<file path="config.mk">
export PLATFORM = sky130hd
export DESIGN_NAME = prod_arbiter
export DESIGN_NICKNAME = d
export VERILOG_FILES = /design/src/rtl/prod_pkg.sv /design/src/rtl/prod_arbiter.sv
export SDC_FILE = /design/constraint.sdc
export NUM_CORES = 1
export LEC_CHECK = 0
export BUFFER_PORTS_ARGS = -buffer_cell sky130_fd_sc_hd__buf_2
export CAP_MARGIN = 10
export CORE_MARGIN = 4
export CORE_UTILIZATION = 46
export DETAILED_ROUTE_END_ITERATION = 8
export PLACE_DENSITY = 0.86
export SETUP_SLACK_MARGIN = 0.5
export SKIP_CTS_REPAIR_TIMING = 1
export SYNTH_ARGS = -nofsm -noshare
export SYNTH_HDL_FRONTEND = slang
export SYNTH_SLANG_ARGS = --single-unit
export TNS_END_PERCENT = 20
</file>
<file path="constraint.sdc">
create_clock -name clk -period 2.05 [get_ports clk]
set_input_delay 0.615 -clock clk [delete_from_list [all_inputs] [get_ports clk]]
set_output_delay 0.615 -clock clk [all_outputs]
set_load 0.005 [all_outputs]
</file>
<file path="src/rtl/prod_pkg.sv">
// Shared definitions for the producer arbiter: state encoding, owner and
// modulo codes, and the default data width.
package prod_pkg;

  localparam int DW_DEFAULT = 16;

  typedef enum logic [1:0] {
    S_IDLE      = 2'd0,
    S_COMM      = 2'd1,
    S_WAIT_FULL = 2'd2,
    S_DRAIN     = 2'd3
  } state_t;

  localparam logic OWN_F = 1'b0;
  localparam logic OWN_T = 1'b1;

  localparam logic [1:0] MOD_NONE = 2'd0;
  localparam logic [1:0] MOD_F    = 2'd1;
  localparam logic [1:0] MOD_T    = 2'd2;

endpackage

</file>
<file path="src/rtl/prod_arbiter.sv">
// Round-robin arbiter sharing the buffer write port between the Fibonacci
// and Timer producers, with burst rotation, full stall, stop and drain.
module prod_arbiter
  import prod_pkg::*;
#(
  parameter int DW    = DW_DEFAULT,
  parameter int BURST = 8
) (
  input  logic          clk,
  input  logic          rst,
  input  logic          start_f,
  input  logic          start_t,
  input  logic          stop,
  input  logic          buffer_full,
  input  logic          buffer_empty,
  input  logic          data_valid_2,
  input  logic          f_valid,
  input  logic          t_valid,
  input  logic [DW-1:0] f_out,
  input  logic [DW-1:0] t_out,
  output logic          f_en,
  output logic          t_en,
  output logic [DW-1:0] data_1,
  output logic          data_1_en,
  output logic [1:0]    modulo,
  output logic [3:0]    state_led
);

  localparam int CW = (BURST > 1) ? $clog2(BURST) : 1;
  localparam logic [CW-1:0] LAST = CW'(BURST - 1);

  state_t        state, state_next;
  logic          owner, owner_next;
  logic          req_f, req_t;
  logic [CW-1:0] burst_cnt;
  logic          accept;
  logic          burst_end;
  logic          other_req;
  logic [DW-1:0] accept_data;

  // Enables drop combinationally on full or stop so no word slips through.
  assign f_en = (state == S_COMM) && (owner == OWN_F) && !buffer_full && !stop;
  assign t_en = (state == S_COMM) && (owner == OWN_T) && !buffer_full && !stop;

  assign accept      = (f_en && f_valid) || (t_en && t_valid);
  assign accept_data = (owner == OWN_T) ? t_out : f_out;
  assign burst_end   = accept && (burst_cnt == LAST);
  assign other_req   = (owner == OWN_F) ? req_t : req_f;

  always_comb begin
    // NOTE: every output of this block gets a default first so no latch is inferred.
    state_next = state;
    owner_next = owner;
    modulo     = MOD_NONE;
    state_led  = 4'b0001;
    case (state)
      S_IDLE: begin
        if (!stop && (req_f || req_t || start_f || start_t)) begin
          state_next = S_COMM;
          owner_next = (req_f || start_f) ? OWN_F : OWN_T;
        end
      end
      S_COMM: begin
        if (stop)             state_next = S_DRAIN;
        else if (buffer_full) state_next = S_WAIT_FULL;
        if (burst_end && other_req) owner_next = ~owner;
      end
      S_WAIT_FULL: begin
        if (stop)              state_next = S_DRAIN;
        else if (!buffer_full) state_next = S_COMM;
      end
      S_DRAIN: begin
        if (buffer_empty && !data_valid_2 && !data_1_en) state_next = S_IDLE;
      end
      default: state_next = S_IDLE;
    endcase

    if (state == S_COMM || state == S_WAIT_FULL)
      modulo = (owner == OWN_T) ? MOD_T : MOD_F;

    case (state)
      S_COMM:      state_led = 4'b0010;
      S_WAIT_FULL: state_led = 4'b0100;
      S_DRAIN:     state_led = 4'b1000;
      default:     state_led = 4'b0001;
    endcase
  end

  // NOTE: sequential state uses non-blocking assignments so every register samples pre-edge values.
  always_ff @(posedge clk or negedge rst) begin
    if (!rst) begin
      state     <= S_IDLE;
      owner     <= OWN_F;
      req_f     <= 1'b0;
      req_t     <= 1'b0;
      burst_cnt <= '0;
      data_1    <= '0;
      data_1_en <= 1'b0;
    end else begin
      state <= state_next;
      owner <= owner_next;

      // Stop beats any start in the same cycle; starts are ignored while draining.
      if (stop) begin
        req_f <= 1'b0;
        req_t <= 1'b0;
      end else if (state != S_DRAIN) begin
        if (start_f) req_f <= 1'b1;
        if (start_t) req_t <= 1'b1;
      end

      // A fresh grant out of IDLE always starts a full burst.
      if (state == S_IDLE)  burst_cnt <= '0;
      else if (burst_end)   burst_cnt <= '0;
      else if (accept)      burst_cnt <= burst_cnt + 1'b1;

      data_1_en <= accept;
      if (accept) data_1 <= accept_data;
    end
  end

endmodule

</file>
==> impl_metrics.ini <==
[yosys]
yosysTopAreaCellShare = 0.425
synthFlopType = dfrtp_1
synth_compound_area_frac = 0.162
synth_commonest_cells = 25 x dfrtp_1, 18 x mux2i_1, 13 x a21oi_2, 13 x nor2_2, 12 x nor2_1
yosys_register_bits = 25
syn_area_mm2 = 0.00147
synth_top_family_by_area = compound AO/OA/AOI/OAI gates
synthSimpleGateAreaFrac = 0.158
synth_cell_types = 33
synth_xor_area_frac = 0
syn_area_per_cell_um2 = 11.0
synth_area_leader_cell = dfrtp_1
synth_area_leaders = dfrtp_1 42%, mux2i_1 12%, a21oi_2 7.7%
synth_fa_ha_area_frac = 0.0680
synth.area.mux_share = 0.132
syn_inst = 134
yosysWarningCount = 0
yosysMostFrequentCell = dfrtp_1
async_reset_ff_frac = 1.00
ys_seq_area_frac = 0.425
synth_edf_count = 0
synth_nets = 184

[routing]
via_count = 1262
wl_per_cell_um = 13.2
wl_mm = 3.34
drt_iter0_markers = 26
drc_errors = 0
avgViaCountPerCell = 4.99
firstDrtPassIters = 4
postRouteAntennaNets = 0

[worst_setup_path]
cp-start-kind = register
crit_type = register to primary output
critPathCaptureType = primary output
slowest_delay_ns = 0.47
crit_path_max_fanout = 5
arrival_ns = 1.57
reg2reg_to = data_1[11]
cp_num_buf_inv = 2
crit_chain = inv_4 > ha_4 > or3b_4 > nor2_2 > buf_2
cpMaxStageDelayCell = dfrtp_2
path_delay_family = flip-flops
r2r_start = state[1]
ff2ff_path_depth = 8
cp_data_required_time_ns = 1.43
rrSetupSlack_ns = 0.26

[clock_network]
cts_made_buffers = 3
clock-root-buffer = clkbuf_4
cts_sinks = 25
clk_pin_slew_ns = 0.13
cts_tree = yes
h-tree-depth = 1
cts_buffer_depth = 2
clkLatencyLatePin_ns = 0.31

[final_layout]
drive_above_1_share = 0.574
antenna_cells = 0
final_cells = 253
post-route-util = 0.657
area_growth_pct = 36.1
nNetsFinal = 260
nFillCells = 274

[pwr]
p_leak_uw = 0.00102
pwr_density_cell_mw_per_mm2 = 1210
peakVddDrop_mv = 0.598
clkPwrFrac = 0.088
pwr-share-comb = 0.546
sw_frac_of_total = 0.386
power_uw = 2420
p_sw_uw = 933
intPower_uw = 1490
p_seq_frac = 0.366

[timing]
post-route-period-util = 1.06
timing.fmax_mhz = 458
tightest_slew_ns = 0.542
min_period_ns = 2.18
drv_slew = 0
fin_ws_ns = -0.131
slew_headroom = 0.638
hold_viol = 0
finalSetupTns_ns = -0.369
clock_skew_ns = 0.00471
rsz0062_at_grt = true
setup_violations = 3

[floorplan]
rows = 20
dieHeight_um = 64.6
pin_count = 67
start_util = 0.482
coreArea_mm2 = 0.00305
fp.dieW_um = 64.6
dieArea_mm2 = 0.00417

[grt]
grt_overflow = 0
antenna_found_initial = 0
grt_pass1_vias = 1157
grt_pass1_wl_mm = 4.92
grt_start_max_net_pins = 26
grtUsageTotal = 0.150

[placed_design]
dp_cells = 243
gp_congestion = 0.803
numPortBuffers = 66
dp.final_hpwl_mm = 2.57
dp_slack_ns = 0.113

[run]
cap_violations = 0

[min_path]
hold_path.class = primary input to async pin

[outcome]
violations = setup timing
outcome = finished with violations
power groups by stage:
stage | clock (uW) | sequential (uW) | combinational (uW)
finish | 213 | 885 | 1320
global route | 246 | 918 | 1450
CTS | 217 | 876 | 1220
detailed placement | 0 | 886 | 1220
global placement | 0 | 880 | 1180
floorplan | 0 | 867 | 809
kinds of logic (layout without fill, tap and decap cells):
logic type,count (synthesis),count (layout)
compound gates,33,33
mux,19,19
flops,25,25
fa+ha+maj,8,8
buf+inv,10,85
simple gates,39,39
worst max path at each step:
stage	startpoint	endpoint	slack [ns]	cells past startpoint
2_1_floorplan	stop	f_en	0.20	3
3_3_place_gp	buffer_full	f_en	0.12	4
3_5_place_dp	buffer_full	f_en	0.11	4
4_1_cts	state[1]	f_en	-0.22	5
5_1_grt	state[1]	modulo[0]	-0.20	6
6_report	state[1]	f_en	-0.13	5
metrics by stage:
step           hold slack [ns]  instance area, um^2
6_report                 0.261                 2000
5_1_grt                  0.272                 2000
4_1_cts                  0.278                 1900
3_5_place_dp             0.504                 1870
3_3_place_gp             0.500                 1870
2_1_floorplan            0.319                 1490
layout by cell type (no fill, tap or decap), types with 3 or more instances in the layout:
cell type and count:
o21ai_0 5, clkbuf_4 3, a21oi_2 14, dfrtp_1 23, a21oi_1 7, nor2_2 14, buf_4 7, mux2i_1 18
buf_2 66, ha_1 6, nor2_1 11
layer usage:
| metal | global-route usage | vias up | share of wire | wire length [um] |
|---|---|---|---|---|
| li1 | - | 623 | - | - |
| met1 | 0.173 | 612 | 0.41 | 1350 |
| met2 | 0.282 | 22 | 0.55 | 1850 |
| met3 | 0.0312 | 5 | 0.028 | 94 |
| met4 | 0.0317 | 0 | 0.012 | 41 |
| met5 | 0 | - | 0 | 0 |
area by class of cell:
class,instances,area [um^2],share of cell area
Inverter,3,13.8,0.00687
Timing Repair Buffer,78,484,0.242
Sequential cell,25,628,0.313
Clock buffer,4,26.3,0.0131
Multi-Input combinational cell,99,797,0.398
Tap cell,44,55.1,0.0275
registers in the layout, summed over array words and instances, names as in the netlist:
signal / count
req_f: 1
data_1_en: 1
owner: 1
data_1: 16
req_t: 1
state: 2
burst_cnt: 3
(Power assumes the default switching activity.)
